### src/rtl/mem_stage_lsu.sv
`default_nettype none
// ============================================================================
//  Module   : mem_stage_lsu
//  Brief    : MEM-stage load/store unit. Runs one req/ack data-bus transaction
//             per EX/MEM access, stalls the pipeline until it completes, and
//             returns lane-aligned, sign/zero-extended load data.
//  Revision : 1.0  initial release
// ============================================================================
module mem_stage_lsu #(
  parameter int TIMEOUT_CYCLES = 255,
  parameter int CNT_W          = 8
) (
  input  logic        clk,
  input  logic        reset_n,
  input  logic        mem_valid_i,
  input  logic        mem_read_i,
  input  logic        mem_write_i,
  input  logic        flush_i,
  input  logic [2:0]  fun3_i,
  input  logic [31:0] addr_i,
  input  logic [31:0] wdata_i,
  output logic        dbus_req_o,
  output logic        dbus_we_o,
  output logic [31:0] dbus_addr_o,
  output logic [31:0] dbus_wdata_o,
  output logic [3:0]  dbus_sel_o,
  input  logic        dbus_ack_i,
  input  logic        dbus_err_i,
  input  logic [31:0] dbus_rdata_i,
  output logic [31:0] load_data_o,
  output logic        stall_o,
  output logic        misaligned_o,
  output logic        bus_err_o
);

  typedef enum logic [1:0] {
    S_IDLE   = 2'd0,
    S_ACCESS = 2'd1,
    S_DONE   = 2'd2
  } state_t;

  // Last counter value of ACCESS before an unanswered request is aborted.
  localparam logic [CNT_W-1:0] C_TO_LAST = CNT_W'(TIMEOUT_CYCLES - 1);

  state_t            state_q, state_d;
  logic [31:0]       addr_q, addr_d;
  logic [31:0]       wdata_q, wdata_d;
  logic [3:0]        sel_q, sel_d;
  logic              we_q, we_d;
  logic [2:0]        fun3_q, fun3_d;
  logic [1:0]        off_q, off_d;
  logic [CNT_W-1:0]  cnt_q, cnt_d;
  logic [31:0]       load_data_q, load_data_d;
  logic              bus_err_q, bus_err_d;

  logic              w_access;
  logic              w_illegal;
  logic              w_misal;
  logic [3:0]        w_sel;
  logic [31:0]       w_wdata;
  logic [7:0]        w_byte;
  logic [15:0]       w_half;
  logic [31:0]       w_ext;
  logic              w_timeout;
  logic              w_stall;
  logic              w_misal_pulse;

  assign w_access  = mem_valid_i & (mem_read_i | mem_write_i) & ~flush_i;
  assign w_timeout = (TIMEOUT_CYCLES != 0) && (cnt_q == C_TO_LAST) && !dbus_ack_i;

  // Classify the incoming access: alignment, fun3 legality, lane enables and store data.
  always_comb begin
    w_illegal = 1'b0;
    w_misal   = 1'b0;
    w_sel     = 4'b1111;
    w_wdata   = wdata_i;
    case (fun3_i)
      3'b000:  ;
      3'b001:  w_misal = addr_i[0];
      3'b010:  w_misal = |addr_i[1:0];
      3'b100:  w_illegal = mem_write_i;
      3'b101:  begin w_illegal = mem_write_i; w_misal = addr_i[0]; end
      default: w_illegal = 1'b1;
    endcase
    case (fun3_i[1:0])
      2'b00: begin
        w_sel   = 4'b0001 << addr_i[1:0];
        w_wdata = {4{wdata_i[7:0]}};
      end
      2'b01: begin
        w_sel   = addr_i[1] ? 4'b1100 : 4'b0011;
        w_wdata = {2{wdata_i[15:0]}};
      end
      default: begin
        w_sel   = 4'b1111;
        w_wdata = wdata_i;
      end
    endcase
  end

  // Pick the addressed lane out of the read word and extend it to 32 bits.
  always_comb begin
    case (off_q)
      2'd0:    w_byte = dbus_rdata_i[7:0];
      2'd1:    w_byte = dbus_rdata_i[15:8];
      2'd2:    w_byte = dbus_rdata_i[23:16];
      default: w_byte = dbus_rdata_i[31:24];
    endcase
    w_half = off_q[1] ? dbus_rdata_i[31:16] : dbus_rdata_i[15:0];
    case (fun3_q)
      3'b000:  w_ext = {{24{w_byte[7]}}, w_byte};
      3'b100:  w_ext = {24'b0, w_byte};
      3'b001:  w_ext = {{16{w_half[15]}}, w_half};
      3'b101:  w_ext = {16'b0, w_half};
      default: w_ext = dbus_rdata_i;
    endcase
  end

  // Next-state logic: launch, wait for ack/err/timeout, then release the pipeline for one cycle.
  always_comb begin
    state_d       = state_q;
    addr_d        = addr_q;
    wdata_d       = wdata_q;
    sel_d         = sel_q;
    we_d          = we_q;
    fun3_d        = fun3_q;
    off_d         = off_q;
    cnt_d         = cnt_q;
    load_data_d   = load_data_q;
    bus_err_d     = 1'b0;
    w_stall       = 1'b0;
    w_misal_pulse = 1'b0;
    case (state_q)
      S_IDLE: begin
        if (w_access) begin
          if (w_misal || w_illegal) begin
            w_misal_pulse = 1'b1;
          end else begin
            w_stall = 1'b1;
            addr_d  = {addr_i[31:2], 2'b00};
            wdata_d = w_wdata;
            sel_d   = w_sel;
            we_d    = mem_write_i;
            fun3_d  = fun3_i;
            off_d   = addr_i[1:0];
            cnt_d   = '0;
            state_d = S_ACCESS;
          end
        end
      end
      S_ACCESS: begin
        w_stall = 1'b1;
        cnt_d   = cnt_q + CNT_W'(1);
        if (dbus_err_i || w_timeout) begin
          // A failed store has no load result, so the last load value is kept.
          if (!we_q) load_data_d = '0;
          bus_err_d = 1'b1;
          state_d   = S_DONE;
        end else if (dbus_ack_i) begin
          if (!we_q) load_data_d = w_ext;
          state_d = S_DONE;
        end
      end
      S_DONE: begin
        state_d = S_IDLE;
      end
      default: begin
        state_d = S_IDLE;
      end
    endcase
  end

  // State and captured-access registers, cleared asynchronously.
  always_ff @(posedge clk or negedge reset_n) begin
    if (!reset_n) begin
      state_q     <= S_IDLE;
      addr_q      <= '0;
      wdata_q     <= '0;
      sel_q       <= '0;
      we_q        <= 1'b0;
      fun3_q      <= '0;
      off_q       <= '0;
      cnt_q       <= '0;
      load_data_q <= '0;
      bus_err_q   <= 1'b0;
    end else begin
      state_q     <= state_d;
      addr_q      <= addr_d;
      wdata_q     <= wdata_d;
      sel_q       <= sel_d;
      we_q        <= we_d;
      fun3_q      <= fun3_d;
      off_q       <= off_d;
      cnt_q       <= cnt_d;
      load_data_q <= load_data_d;
      bus_err_q   <= bus_err_d;
    end
  end

  assign dbus_req_o   = (state_q == S_ACCESS);
  assign dbus_we_o    = we_q;
  assign dbus_addr_o  = addr_q;
  assign dbus_wdata_o = wdata_q;
  assign dbus_sel_o   = sel_q;
  assign load_data_o  = load_data_q;
  assign bus_err_o    = bus_err_q;
  assign stall_o      = reset_n & w_stall;
  assign misaligned_o = reset_n & w_misal_pulse;

endmodule
`default_nettype wire

### config.mk
export PLATFORM = sky130hd
export DESIGN_NAME = mem_stage_lsu
export DESIGN_NICKNAME = d
export VERILOG_FILES = /design/src/rtl/mem_stage_lsu.sv
export SDC_FILE = /design/constraint.sdc
export NUM_CORES = 1
export LEC_CHECK = 0
export BUFFER_PORTS_ARGS = -buffer_cell sky130_fd_sc_hd__buf_2
export CAP_MARGIN = 20
export CORE_ASPECT_RATIO = 0.8
export CORE_MARGIN = 2
export CORE_UTILIZATION = 45
export CTS_CLUSTER_SIZE = 25
export DETAILED_ROUTE_END_ITERATION = 7
export GPL_ROUTABILITY_DRIVEN = 0
export HOLD_SLACK_MARGIN = 0.02
export PLACE_DENSITY = 0.8
export SYNTH_ARGS = -nofsm -noshare
export SYNTH_HDL_FRONTEND = slang
export SYNTH_SLANG_ARGS = --single-unit
### constraint.sdc
create_clock -name clk -period 1.85 [get_ports clk]
set_input_delay 0.185 -clock clk [delete_from_list [all_inputs] [get_ports clk]]
set_output_delay 0.185 -clock clk [all_outputs]
set_load 0.01 [all_outputs]
Yosys cells after proc, flatten, opt, wreduce, memory -nomap -nowiden
Index checks and enable logic that the tools add are counted.
{"block": "totals", "ff_bits": 115, "out_inout_bits": 105}
{"block": "op_classes", "reduce_logical": 19, "add_sub_neg": 1, "shift": 1, "bitwise_logic": 8, "n_eq_ne": 15, "muxes": 28}
{"op": "32-bit two-way mux", "n": 4}
{"op": "32-bit one-hot mux with 4 select lines", "n": 1}
{"op": "32-bit one-hot mux with 2 select lines", "n": 1}
{"op": "8-bit one-hot mux with 3 select lines", "n": 1}
{"op": "16-bit two-way mux", "n": 1}
{"op": "8-bit two-way mux", "n": 2}
{"op": "8-bit one-hot mux with 2 select lines", "n": 1}
{"op": "3-bit == test, second input constant", "n": 4}
{"op": "3-bit AND reduction", "n": 4}
{"op": "8-bit by 1-bit adder with 8-bit output, second input constant", "n": 1}
{"op": "8-bit == test, second input constant", "n": 1}
{"op": "2-bit two-way mux", "n": 4}
{"op": "4-bit one-hot mux with 2 select lines", "n": 1}
{"op": "1-bit two-way mux", "n": 7}
{"op": "2-bit by 1-bit == test with 1-bit output, second input constant", "n": 3}
{"op": "3-bit by 1-bit == test with 1-bit output, second input constant", "n": 2}
{"op": "2-bit logical NOT", "n": 3}
{"op": "3-bit logical NOT", "n": 2}
{"op": "1-bit one-hot mux with 2 select lines", "n": 3}
{"op": "2-bit OR reduction", "n": 3}
{"op": "1-bit AND", "n": 4}
{"op": "4-bit two-way mux", "n": 1}
{"op": "2-bit != test, second input constant", "n": 2}
{"op": "2-bit one-hot mux with 2 select lines", "n": 1}
{"op": "other kinds (11)", "n": 15}

Depth between registers and ports, before layout
{"block": "logic_depth", "word_depth": 8, "mapped_depth": 8, "ltp_nobuf": 6}

Worst setup path after synthesis
OpenSTA, ideal clock, no wires.
{"block": "synth_path", "path_type": "reg2reg", "from": "register we_q (netlist: dbus_we_o)", "to": "register load_data_q[1] (netlist: load_data_o[1])", "synth_period_minus_slack_ns": 1.939, "path_stages_with_launch": 8, "arrival_time_ns": 1.864, "path_buffers": 3, "setup_slack_ns": -0.089, "cell_sequence": "dfrtp_1 -> or3b_1 -> buf_2 -> or3b_1 -> buf_6 -> buf_6 -> a221o_1 -> o2bb2ai_2"}
{"block": "synth_between", "elab_chain_len": 2}
{"item": "from (decl)", "line": "49", "text": "logic we_q, we_d;"}
{"item": "from (signal assigned)", "line": "191", "text": "we_q <= we_d;"}
{"item": "1-bit NOT (no line)"}
{"item": "3-bit AND reduction (no line)"}
{"item": "to (signal assigned)", "line": "195", "text": "load_data_q <= load_data_d;"}
{"item": "to (decl)", "line": "53", "text": "logic [31:0] load_data_q, load_data_d;"}
Every way passes these cells.
A chain may end at the register's enable or synchronous reset.

Final worst setup path
{"block": "layout_path", "from": "register we_q (netlist: dbus_we_o)", "to": "register load_data_q[12] (netlist: load_data_o[12])"}
Same word-level chain as after synthesis.

==> flow_summary.json <==
{
  "tightest_slew_ns": 0.5452,
  "overflow": 0,
  "power.switching_mw": 4.541,
  "placed_area_um2": 6973,
  "startpoint_type": "flop",
  "stdcell_count": 1034,
  "yosysSeqAreaShare_pct": 50.96,
  "finalHoldViolations": 0,
  "start_util_pct": 46.26,
  "path_max_fanout": 8,
  "wl_per_cell_um": 16.93,
  "use_met1_pct": 34.31,
  "slew_violations": 0,
  "reg2regPathDepth": 5,
  "p_per_area_nw_per_um2": 1524,
  "synth_edf_count": 0,
  "fp-row-count": 36,
  "nFillCells": 935,
  "cellLeakagePower_nw": 4.175,
  "clkPwrFrac_pct": 27.9,
  "drt-total-wl_um": 17510,
  "violations": "setup timing",
  "crit_type": "flop to flop",
  "met2_usage_pct": 42.29,
  "postLayoutCoreUtil_pct": 65.53,
  "cts_buffers": 17,
  "whs_path_depth": 3,
  "die_y_um": 104.2,
  "sw_frac_of_total_pct": 37.25,
  "r2r-end": "load_data_o[12]",
  "fin_crit_ns": 1.859,
  "setup_viol": 1,
  "multi_input_area_um2": 2525,
  "synth_area_leader_cell": "dfrtp_1",
  "timing.rr.start": "dbus_we_o",
  "seqPwrFrac_pct": 34.6,
  "cts_tree": "done",
  "dieArea_um2": 13470,
  "relSlewSlack_pct": 63.65,
  "clk_latency_ns": 0.42,
  "synth_area_um2": 5647,
  "dpl.hpwl_um": 11730,
  "antenna_left": 0,
  "antenna_found_initial": 1,
  "fmax_mhz": 538.1,
  "hold_slack_ns": 0.03977,
  "cap_viol_max_count": 0,
  "fin_skew_ns": 0.01255,
  "netlist_top_cells_area": "dfrtp_1 51%, nand2_1 11%, mux2i_1 4.6%",
  "layout-drive-gt1-share_pct": 35.50,
  "grt_pass1_vias": 5439,
  "grt_first_pass_wirelength_um": 27910,
  "met3_usage_pct": 8.128,
  "die_w_um": 129.2,
  "r2r_slack_ns": -0.009,
  "fin_tns_setup_ns": -0.008523,
  "ys.flop_type": "dfrtp_1",
  "cts.clk_slew.worst_paths_ns": 0.05,
  "grt.busiest_layer": "met2",
  "place_inst": 963,
  "ir_drop_mv": 0.8165,
  "syn_to_final_growth_pct": 41.66,
  "rsz0062_at_grt": "yes",
  "drtIter0Drc": 418,
  "cts-root-buf": "clkbuf_16",
  "synth_seq_cells": 115,
  "hp-start": "mem_write_i",
  "outcome": "finished, violations left",
  "synthCells": 602,
  "cts_buffer_depth": 2,
  "grtUsageTotal_pct": 26.59,
  "port_buffers": 209,
  "vias_per_cell": 5.377,
  "period_share_pct": 100.5,
  "ys_async_sr_fraction_pct": 100.0,
  "cp-end-kind": "flop",
  "io_pins": 212,
  "cp.arrival_ns": 2.20,
  "cts_htree_levels": 4,
  "combPwrFrac_pct": 37.5,
  "avgSynthCellArea_um2": 9.380,
  "fin_area_um2": 7999,
  "p_int_mw": 7.647,
  "hold_end": "dbus_we_o",
  "cp.required_ns": 2.20,
  "register_area_um2": 2879,
  "vias": 5560,
  "first_pass_iters": 5,
  "hp-class": "input pin to flop",
  "drcViolationCount": 0,
  "numClockSinks": 115,
  "setup_slack_ns": -0.008523,
  "core_um2": 12210,
  "ys_warn_count": 0,
  "synth.distinct_cells": 48,
  "synth_top_area_share_pct": 50.96,
  "layout.nets": 958,
  "grt_max_degree": 78
}
## synth_stat cells, drive strengths merged, types with 2 or more instances
cell / instances
nand2: 163
dfrtp: 115
o21ai: 48
a21oi: 34
clkbuf: 26
mux2i: 26
inv: 23
buf: 22
o31ai: 19
nor2: 17
nor3: 11
a221oi: 8
mux2: 8
mux4: 8
o22ai: 8
a21o: 7
a221o: 7
nand3: 7
o2bb2ai: 7
nand2b: 5
a31oi: 4
or4: 3
a22o: 2
ha: 2
nand4: 2
nor4: 2
o21a: 2
or3b: 2
## stage by stage
stage                     worst slack [ns]  power [mW]
after floorplan                   -0.08913       6.668
after global placement             0.06287       8.485
after detailed placement           0.02123       8.566
after CTS                         0.004525       12.07
after global routing              -0.05849       12.94
final                            -0.008523       12.19
## power by group through the flow
stage | logic [mW] | clock network, mW | registers, mW
floorplan | 2.10 | 0 | 4.57
global placement | 4.31 | 0 | 4.18
detailed placement | 4.40 | 0 | 4.17
CTS | 4.45 | 3.43 | 4.19
global route | 5.04 | 3.56 | 4.34
finish | 4.57 | 3.41 | 4.21
## cells by family (layout without fill, tap and decap cells)
logic type	Yosys count	count (layout)	share of synthesized area [%]
flops	115	115	50.96
fa+ha+maj	2	2	0.4431
other cells	1	3	0.06641
buf+inv	71	330	5.406
compound gates	155	155	17.86
mux	42	42	9.395
simple gates	216	216	15.87
## registers in the layout (all words and copies together) (netlist names)
signal / count
fun3_q: 3
state_q: 2
dbus_sel_o: 4
load_data_o: 32
dbus_addr_o: 30
dbus_we_o: 1
off_q: 2
dbus_wdata_o: 32
bus_err_o: 1
cnt_q: 8
## worst max-delay path, stage by stage (launching register included)
cell      delay, ns
dfrtp_1        0.38
or3b_4         0.40
or3b_4         0.43
buf_2          0.20
a221oi_1       0.25
a21o_1         0.14
## per-layer routing
layer / part of all wire (%) / vias to the layer above
met5: 0 / -
met1: 41 / 2627
met2: 48 / 298
li1: - / 2602
met3: 9.6 / 33
met4: 1.9 / 0
## worst max path at each step
stage / start / to / slack [ns] / cells past startpoint
final: dbus_we_o / load_data_o[12] / -0.009 / 5
after global routing: dbus_we_o / load_data_o[12] / -0.06 / 5
after CTS: state_q[1] / load_data_o[2] / 0.005 / 5
after detailed placement: state_q[1] / load_data_o[2] / 0.02 / 5
after global placement: state_q[1] / load_data_o[2] / 0.06 / 5
after floorplan: dbus_we_o / load_data_o[1] / -0.09 / 7
## final cells by class
type,instances,share of cell area (%)
diodes,1,0.03128
clock buffers,17,5.318
clock inverters,15,2.284
inverters,23,1.079
multi-input cells,417,31.57
flip-flops and latches,115,35.99
well taps,171,2.675
repair buffers,275,21.05
## cells in the final DEF, fill, tap and decap left out, drive strengths merged, types with 2 or more instances in the layout
master       netlist  final
mux4               8      8
nor2              17     17
bufinv             0      3
nand3              7      7
dlygate4sd3        0     34
o22ai              8      8
nor3              11     11
mux2i             26     26
a21o               7      7
o2bb2ai            7      7
o21a               2      2
a21oi             34     34
dfrtp            115    115
a221o              7      7
a31oi              4      4
ha                 2      2
clkinv             0      8
or4                3      3
a22o               2      2
mux2               8      8
o31ai             19     19
nand2b             5      5
inv               23     26
nand2            163    163
nand4              2      2
o21ai             48     48
a221oi             8      8
clkbuf            26     17
buf               22    241
conb               1      2
or3b               2      2
nor4               2      2
## timing repair
action,4_1_cts,5_1_grt
gates cloned,0,1
endpoints found under the setup margin,1,31
pin swaps,0,5
setup buffers,1,2
hold endpoints to repair,148,0
resized for setup,0,12
hold buffers,34,0
(Power assumes the default switching activity.)
